## config.mk

```make
export PLATFORM = sky130hd
export DESIGN_NAME = store_buffer
export DESIGN_NICKNAME = d
export VERILOG_FILES = /design/src/rtl/store_buffer_pkg.sv /design/src/rtl/sb_conflict_check.sv /design/src/rtl/store_buffer.sv
export SDC_FILE = /design/constraint.sdc
export NUM_CORES = 1
export LEC_CHECK = 0
export BUFFER_PORTS_ARGS = -buffer_cell sky130_fd_sc_hd__buf_2
export CAP_MARGIN = 30
export CORE_MARGIN = 5
export CORE_UTILIZATION = 42
export CTS_CLUSTER_DIAMETER = 150
export DETAILED_ROUTE_END_ITERATION = 10
export HOLD_SLACK_MARGIN = 0.12
export PLACE_DENSITY = 0.72
export RECOVER_POWER = 50
export SLEW_MARGIN = 5
export SYNTH_ARGS = -nofsm -noshare
export SYNTH_HDL_FRONTEND = slang
export SYNTH_SLANG_ARGS = --single-unit
export TNS_END_PERCENT = 30
```

## constraint.sdc

```tcl
create_clock -name clk -period 12.2 [get_ports clk]
set_input_delay 2.44 -clock clk [delete_from_list [all_inputs] [get_ports clk]]
set_output_delay 2.44 -clock clk [all_outputs]
set_load 0.05 [all_outputs]
```

## src/rtl/store_buffer_pkg.sv

```systemverilog
// Shared definitions for the store buffer: access-size encodings, the buffer
// entry layout and the helper that finds the last byte an access touches.
package store_buffer_pkg;

  localparam int SB_ADDR_WIDTH = 32;
  localparam int SB_DATA_WIDTH = 32;

  // load_store_type encodings; the byte count of an access is type + 1.
  localparam logic [1:0] LS_BYTE = 2'd0;
  localparam logic [1:0] LS_HALF = 2'd1;
  localparam logic [1:0] LS_WORD = 2'd3;

  typedef struct packed {
    logic [SB_ADDR_WIDTH-1:0] addr;
    logic [SB_DATA_WIDTH-1:0] data;
    logic [1:0]               ls_type;
    logic                     valid;
  } sb_entry_t;

  function automatic logic [SB_ADDR_WIDTH-1:0] last_byte(
    input logic [SB_ADDR_WIDTH-1:0] addr,
    input logic [1:0]               ls_type
  );
    return addr + {{(SB_ADDR_WIDTH-2){1'b0}}, ls_type};
  endfunction

endpackage

```

## src/rtl/sb_conflict_check.sv

```systemverilog
// Word-granular overlap test between one buffer entry and the incoming load.
// Both spans are at most two words, so endpoint equality is a full overlap test.
module sb_conflict_check
  import store_buffer_pkg::*;
(
  input  sb_entry_t                entry,
  input  logic [SB_ADDR_WIDTH-1:0] ld_addr,
  input  logic [1:0]               ld_type,
  output logic                     hit
);

  logic [SB_ADDR_WIDTH-1:0] ld_first;
  logic [SB_ADDR_WIDTH-1:0] ld_last;
  logic [SB_ADDR_WIDTH-1:0] st_first;
  logic [SB_ADDR_WIDTH-1:0] st_last;

  assign ld_first = ld_addr >> 2;
  assign ld_last  = last_byte(ld_addr, ld_type) >> 2;
  assign st_first = entry.addr >> 2;
  assign st_last  = last_byte(entry.addr, entry.ls_type) >> 2;

  assign hit = entry.valid &&
               ((ld_first == st_first) || (ld_first == st_last) ||
                (ld_last  == st_first) || (ld_last  == st_last));

endmodule

```

## src/rtl/store_buffer.sv

```systemverilog
// Posted-write FIFO between the core load/store path and data_memory.
// Loads own the memory port unless they hit a pending store, in which case the buffer drains.
module store_buffer
  import store_buffer_pkg::*;
#(
  parameter int ADDR_WIDTH = SB_ADDR_WIDTH,
  parameter int DATA_WIDTH = SB_DATA_WIDTH,
  parameter int DEPTH      = 4
) (
  input  logic                  clk,
  input  logic                  rstn,
  input  logic                  st_valid,
  input  logic [ADDR_WIDTH-1:0] st_addr,
  input  logic [DATA_WIDTH-1:0] st_data,
  input  logic [1:0]            st_type,
  output logic                  st_ready,
  input  logic                  ld_req,
  input  logic [ADDR_WIDTH-1:0] ld_addr,
  input  logic [1:0]            ld_type,
  output logic                  ld_stall,
  output logic [ADDR_WIDTH-1:0] mem_addr,
  output logic [DATA_WIDTH-1:0] mem_write_data,
  output logic                  mem_read,
  output logic                  mem_write,
  output logic [1:0]            load_store_type,
  output logic                  empty
);

  localparam int PTR_W = $clog2(DEPTH);
  localparam int CNT_W = PTR_W + 1;
  localparam logic [CNT_W-1:0] FULL_COUNT = CNT_W'(DEPTH);

  sb_entry_t        entries [DEPTH];
  logic [PTR_W-1:0] wr_ptr;
  logic [PTR_W-1:0] rd_ptr;
  logic [CNT_W-1:0] count;
  logic [DEPTH-1:0] hits;
  logic             accept;
  logic             drain;
  logic             load_grant;

  for (genvar g = 0; g < DEPTH; g++) begin : g_chk
    sb_conflict_check u_chk (
      .entry   (entries[g]),
      .ld_addr (ld_addr),
      .ld_type (ld_type),
      .hit     (hits[g])
    );
  end

  // Full is not relaxed by a same-cycle drain, keeping st_ready off the drain path.
  assign st_ready   = (count != FULL_COUNT);
  assign empty      = (count == '0);
  assign accept     = st_valid && st_ready;
  assign ld_stall   = ld_req && (|hits);
  assign load_grant = ld_req && !ld_stall;
  assign drain      = !load_grant && !empty;

  // NOTE: every output gets a default before the branches, so no latch can be inferred.
  always_comb begin
    mem_read        = 1'b0;
    mem_write       = 1'b0;
    mem_addr        = '0;
    mem_write_data  = '0;
    load_store_type = 2'b00;
    if (load_grant) begin
      mem_read        = 1'b1;
      mem_addr        = ld_addr;
      load_store_type = ld_type;
    end else if (drain) begin
      mem_write       = 1'b1;
      mem_addr        = entries[rd_ptr].addr;
      mem_write_data  = entries[rd_ptr].data;
      load_store_type = entries[rd_ptr].ls_type;
    end
  end

  // NOTE: state uses non-blocking assignments so every read sees the pre-edge value.
  // NOTE: only the valid bits are reset; the payload is never read while invalid.
  always_ff @(posedge clk) begin
    if (!rstn) begin
      wr_ptr <= '0;
      rd_ptr <= '0;
      count  <= '0;
      for (int i = 0; i < DEPTH; i++) entries[i].valid <= 1'b0;
    end else begin
      if (accept) begin
        entries[wr_ptr] <= '{addr: st_addr, data: st_data, ls_type: st_type, valid: 1'b1};
        wr_ptr          <= wr_ptr + 1'b1;
      end
      if (drain) begin
        entries[rd_ptr].valid <= 1'b0;
        rd_ptr                <= rd_ptr + 1'b1;
      end
      if (accept && !drain)      count <= count + 1'b1;
      else if (drain && !accept) count <= count - 1'b1;
    end
  end

endmodule

```

==> results of run 1 <==
==> logic make-up after synthesis <==
| family | count (synthesis) | share of synthesized area [%] |
|---|---|---|
| AND/OR/NAND/NOR | 734 | 22.00 |
| flip-flops | 277 | 43.41 |
| AO/OA/AOI/OAI | 254 | 9.280 |
| XOR/XNOR | 253 | 11.90 |
| buffers and inverters | 162 | 3.469 |
| multiplexers | 90 | 9.168 |
| adder cells (fa/ha/maj) | 11 | 0.7695 |
==> layer usage <==
layer / global-route usage (%) / up-vias / wire length (um)
met5: 0 / - / 80
met4: 8.252 / 12 / 2370
met3: 3.800 / 138 / 6276
met2: 44.79 / 897 / 32570
met1: 36.65 / 7934 / 27380
li1: - / 6986 / -
==> sequential cells by signal, indices dropped and copies added (netlist names), named ones only <==
register	cells
count	3
entries	268
rd_ptr	2
wr_ptr	2
==> layout by cell type (no fill, tap or decap), types with 29 or more instances in the layout <==
cell and instances:
and2_0 68, buf_2 175, edfxtp_1 264, inv_1 29, mux4_2 66, nand2_1 153, nand3_1 73, nand4_1 75
nor2_1 56, nor2b_1 42, nor3_1 48, nor4_1 50, o21ai_0 68, xnor2_1 160, xor2_1 91
==> worst paths after layout <==
check                      from            to  slack [ns]
hold / removal         count[2]      count[2]        0.52
setup / recovery     ld_addr[1]  mem_addr[17]        2.69
hold reg to reg        count[2]      count[2]        0.52
setup reg to reg  entries[3][2]      count[2]        6.30
==> stage by stage <==
| stage | util (%) | hold slack [ns] | area [um^2] |
|---|---|---|---|
| finish | 47.74 | 0.5233 | 21160 |
| global route | 47.74 | 0.5530 | 21160 |
| CTS | 47.70 | 0.5180 | 21140 |
| detailed placement | 45.57 | 0.5069 | 20200 |
| global placement | 45.36 | 0.4842 | 20100 |
| floorplan | - | 0.4664 | 18860 |
==> final cells by class <==
type	count	share of cell area (%)
Multi-Input combinational cell	1342	47.50
Clock inverter	16	0.9995
Inverter	30	0.5323
Sequential cell	277	38.73
Clock buffer	32	3.472
Timing Repair Buffer	202	5.270
Tap cell	592	3.501
==> worst reg2reg max path, delay by kind of cell, from the launching register on <==
| family | cells | cell delay, ns |
|---|---|---|
| flip-flops | 1 | 0.41 |
| adder cells (fa/ha/maj) | 3 | 1.03 |
| multiplexers | 1 | 0.32 |
| AND/OR/NAND/NOR | 4 | 1.64 |
| XOR/XNOR | 1 | 0.17 |
| AO/OA/AOI/OAI | 5 | 1.71 |
| buffers and inverters | 2 | 0.53 |
==> power by group through the flow <==
| stage | sequential (mW) | clock (mW) | combinational, mW |
|---|---|---|---|
| 6_report | 1.22 | 0.877 | 1.12 |
| 5_1_grt | 1.23 | 0.933 | 1.19 |
| 4_1_cts | 1.22 | 0.895 | 1.12 |
| 3_5_place_dp | 1.24 | 0 | 1.11 |
| 3_3_place_gp | 1.23 | 0 | 1.10 |
| 2_1_floorplan | 1.18 | 0 | 0.852 |
==> results by group, run 1 <==
Run status
  – Status: finished, violations left
  – Failing checks: capacitance limit, slew limit

Min path
  – Hold Path Depth: 2
  – Worst min-delay path category: reg2reg

Critical path
  – Worst Reg-to-Reg Cells: 16
  – CP delay by family, top: compound AO/OA/AOI/OAI gates
  – CP max-delay cell: o221ai_1
  – Crit path top cell by count: buf_4
  – Buffers & Inverters on Critical Path: 5
  – CP endpoint kind: output port
  – CP arrival: 7.07 ns
  – Max incr delay on CP: 0.69 ns
  – WS Path Type: in2out
  – WP depth: 15
  – Worst Setup Start Kind: input pin
  – Crit-path max FO: 42
  – Critical Path RT: 9.76 ns
  – CP Cell Sequence: buf_2 -> ha_1 -> a31oi_2 -> buf_4 -> or3_1 -> buf_4 -> nor4_2 -> xnor2_1 -> a2111oi_0 -> nand4_1 -> o221ai_1 -> nor4_4 -> buf_4 -> o21ai_1 -> buf_2

Timing
  – Slew HR: -102.0%
  – Setup Skew: 0.01721 ns
  – Hold Fails Final Rpt: 0
  – Worst-Margin Slew: 3.030 ns
  – Final setup vio count: 0
  – Achievable clock frequency: 105.2 MHz
  – Min Tclk post-route: 9.510 ns
  – Fin. max-slew vios: 151
  – Fin Setup TNS: 0 ns
  – Final setup margin: 2.690 ns
  – RSZ-0062 raised after global routing: false
  – Tcrit/Tclk final: 77.95%

Route
  – Routed via count: 15.97k
  – DR iter-0 viols: 2,174
  – Vias per cell: 6.410
  – Post-DRT Antenna Nets: 0
  – # DRC: 0
  – Post-Route WL: 68,680 um
  – First-pass DRT Iterations: 6
  – Routed len/inst: 27.57 um

Finish
  – # diodes: 0
  – Synthesis-to-layout area growth: 12.16%
  – Finished Layout Cells: 2,491
  – Sequential Area: 8193 um^2
  – Final nets: 1,995
  – Layout cell share with drive strength beyond 1: 18.27%
  – Final-layout fill cell count: 4,144
  – Area of the multi-input gates: 10,050 um^2

Power and ir drop
  – Power Internal: 2.039 mW
  – Static Leakage: 6.899 nW
  – Comb power frac: 34.9%
  – Sw frac: 36.60%
  – Max IR drop VDD: 0.2273 mV
  – Sw power: 1.177 mW
  – Power share of the clock group: 27.3%
  – Seq pwr share: 37.9%
  – Total power: 3.215 mW
  – Pwr dens: 152.0 nW/um^2

Clock tree
  – CTS H-tree lvls: 1
  – Clock tree buffer depth: 3
  – Num CTS Buffers: 27
  – Clock slew seen by the registers of the worst setup and hold paths: 0.07 ns
  – CTS tree: done
  – Post_cts resized: 0
  – Total number of clock tree sinks: 277
  – Clk Latency, worst-skew pair: 0.53 ns
  – CTS root buffer: clkbuf_16
  – # hold bufs at CTS: 0
  – Postcts setup bufs: 0

Place
  – Dpl hpwl: 53,120 um
  – Final Wtd Congestion: 1.049
  – Dpl ws: 2.800 ns
  – I/O Buffers: 174
  – Placed cells: 2,439

Logic synthesis
  – Sequential element share of the synthesized area: 43.41%
  – Dominant synthesized flop cell: edfxtp_1
  – Syn_nets: 1,896
  – Synth cell types: 91
  – Synth area leader: edfxtp_1
  – Synth top area cells: edfxtp_1 (42%), mux4_2 (7.9%), xnor2_1 (7.4%), xor2_1 (4.2%), nand2_1 (3.0%)
  – Synth Warn #: 0
  – Syn Std Cell Area: 18,860 um^2
  – Most frequent cell after synthesis: edfxtp_1
  – Ys async rst share: 0%
  – Post-synth top area share: 42.03%
  – #FFs+latches synth: 277
  – Syn avg cell area: 10.59 um^2
  – Mapped Cells: 1,781
  – Top cells by count, synth: edfxtp_1 (264), xnor2_1 (160), nand2_1 (153)
  – Post-synth EDFFs: 264

Global route
  – Initial antenna violation count: 7
  – GRT overflow: 0
  – Vias in the first global route: 15.52k
  – Largest net degree at the start of global routing: 70
  – Gr usage total: 26.86%
  – First-pass GRT wire length: 101,300 um

Floorplanning
  – Die Ht: 221.9 um
  – Initial Util: 42.56%
  – Die W: 221.9 um
  – Die area: 49,250 um^2
  – Boundary pin count: 175
  – Row Count: 77
  – Core Footprint: 44,320 um^2

Job
  – Max-Cap Viols: 3
No activity file was read; power rests on OpenSTA's default activity.
==> run 2, diff against run 1 <==
--- a/config.mk
+++ b/config.mk
@@ -12,7 +12,7 @@
 export CTS_CLUSTER_DIAMETER = 150
 export DETAILED_ROUTE_END_ITERATION = 10
 export HOLD_SLACK_MARGIN = 0.12
-export PLACE_DENSITY = 0.72
+export PLACE_DENSITY = 0.74
 export RECOVER_POWER = 50
 export SLEW_MARGIN = 5
 export SYNTH_ARGS = -nofsm -noshare
==> constraint.sdc (replaced) <==
create_clock -name clk -period 7.87 [get_ports clk]
set_input_delay 1.574 -clock clk [delete_from_list [all_inputs] [get_ports clk]]
set_output_delay 1.574 -clock clk [all_outputs]
set_load 0.05 [all_outputs]
==> run 2 against run 1 <==
  * Total power rose by 50%
  * Non-clock buffer count rose by 22
  * The flow still finishes with violations (capacitance limit, slew limit)
  * Critical endpoint is now mem_addr[23]
  * Critical path type unchanged
  * Utilization rose by 0.062 points
==> results by group, run 2 (synthesized netlist as in run 1, its figures left out) <==
Finish
  – Layout cell share with drive strength beyond 1: 18.70%
  – Synthesis-to-layout area growth: 12.31%
  – Largest register by flop count: entries
  – Commonest non-fill, non-tap cell in the layout: edfxtp_1
  – Commonest cells after routing, fill and taps aside: edfxtp_1 (264), buf_2 (175), xnor2_1 (160), nand2_1 (153), xor2_1 (91)
  – Core Util, Final: 47.80%
  – Finished Layout Cells: 2,513
  – Final nets: 2,016
  – Flip-flop count of the largest register after layout: 268
  – Design Area, Final: 21,180 um^2
  – Largest regs: entries x268, count x3

Critical path
  – WS Path Type: in2out
  – CP endpoint kind: output port
  – Worst Setup Start Kind: input pin
  – Critical Path RT: 6.30 ns
  – Crit-path max FO: 27
  – CP arrival: 5.79 ns

Power and ir drop
  – Max IR drop VDD: 0.2156 mV
  – Pwr dens: 227.2 nW/um^2
  – Total power: 4.813 mW
  – Static Leakage: 6.934 nW

Global route
  – GRT overflow: 0
  – Largest net degree at the start of global routing: 70
  – Vias in the first global route: 15.84k
  – Gr usage total: 27.24%
  – First-pass GRT wire length: 102,700 um
  – Initial antenna violation count: 5

Route
  – Routed len/inst: 27.85 um
  – First-pass DRT Iterations: 6
  – Post-Route WL: 69,990 um
  – # DRC: 0
  – Vias per cell: 6.378
  – Post-DRT Antenna Nets: 0
  – Routed via count: 16.03k
  – DR iter-0 viols: 1,812

Clock tree
  – Clock slew seen by the registers of the worst setup and hold paths: 0.07 ns
  – CTS tree: done
  – Clock tree buffer depth: 3
  – Num CTS Buffers: 26
  – Post_cts resized: 0
  – Total number of clock tree sinks: 277
  – Clk Latency, worst-skew pair: 0.55 ns
  – CTS root buffer: clkbuf_16
  – CTS H-tree lvls: 1
  – # hold bufs at CTS: 0
  – Postcts setup bufs: 0

Timing
  – Worst-Margin Slew: 3.701 ns
  – Fin Setup TNS: 0 ns
  – Slew HR: -146.8%
  – RSZ-0062 raised after global routing: false
  – Worst hold slack: 0.5467 ns
  – Fin. max-slew vios: 127
  – Achievable clock frequency: 135.8 MHz
  – Hold Fails Final Rpt: 0
  – Setup Skew: 0.01183 ns
  – Min Tclk post-route: 7.364 ns
  – Final setup margin: 0.5062 ns
  – Final setup vio count: 0
  – Tcrit/Tclk final: 93.57%

Place
  – Final Wtd Congestion: 1.011
  – I/O Buffers: 174
  – Placed cells: 2,463
  – Placed cell areas: 20,400 um^2
  – Dpl hpwl: 54,330 um
  – Dpl ws: 0.2403 ns

Floorplanning
  – Die area: 49,250 um^2
  – Die Ht: 221.9 um
  – Row Count: 77
  – Initial Util: 42.56%
  – Boundary pin count: 175
  – Core Footprint: 44,320 um^2
  – Die W: 221.9 um

Min path
  – Worst min-delay path category: reg2reg

Job
  – Max-Cap Viols: 2

Run status
  – Status: finished, violations left
  – Failing checks: capacitance limit, slew limit
-- run 2: cell count changes in the layout (fill, tap and decap cells not counted), moves of 3 or more --
cell	change
clkbuf_1	+3
clkinv_1	+6
buf_4	+26
clkbuf_8	-4
bufinv_16	-4
clkinv_2	-4
-- run 2: worst paths after layout --
check / cells after the start / start / end / slack (ns)
worst min register to register: 2 / count[2] / count[2] / 0.55
worst min-delay path: 2 / count[2] / count[2] / 0.55
worst max register to register: 17 / entries[3][36] / count[2] / 2.41
worst max-delay path: 16 / ld_addr[1] / mem_addr[23] / 0.51
-- run 2: metal layers --
layer	wire length [um]	track usage (%)
met1	27710	36.29
met2	32360	44.10
met3	6283	4.515
met4	3596	12.03
met5	34	0
-- run 2: cell type report --
cell class                 count  area, um^2
fill                        4053       23130
clock inverter                13       86.33
multi-input combinational   1342       10050
timing repair buffer         224        1297
sequential                   277        8193
tap                          592       740.7
inverter                      30       112.6
clock buffer                  34       701.9
antenna                        1       2.502
-- run 2: where the power goes --
group	internal, mW	switching [mW]	total [mW]
clock	0.658	0.517	1.18
combinational	0.593	1.15	1.74
sequential	1.74	0.157	1.90
total	2.99	1.82	4.81
-- run 2: worst max-delay path: stages --
cell	delay, ns
buf_2	0.11
ha_1	0.32
a31oi_2	0.16
or3_1	0.50
buf_4	0.25
nor4_2	0.63
xnor2_1	0.12
a2111oi_0	0.52
nand4_1	0.15
o221ai_1	0.24
buf_4	0.21
nor4_4	0.05
buf_6	0.20
buf_4	0.23
o21ai_0	0.22
buf_2	0.30
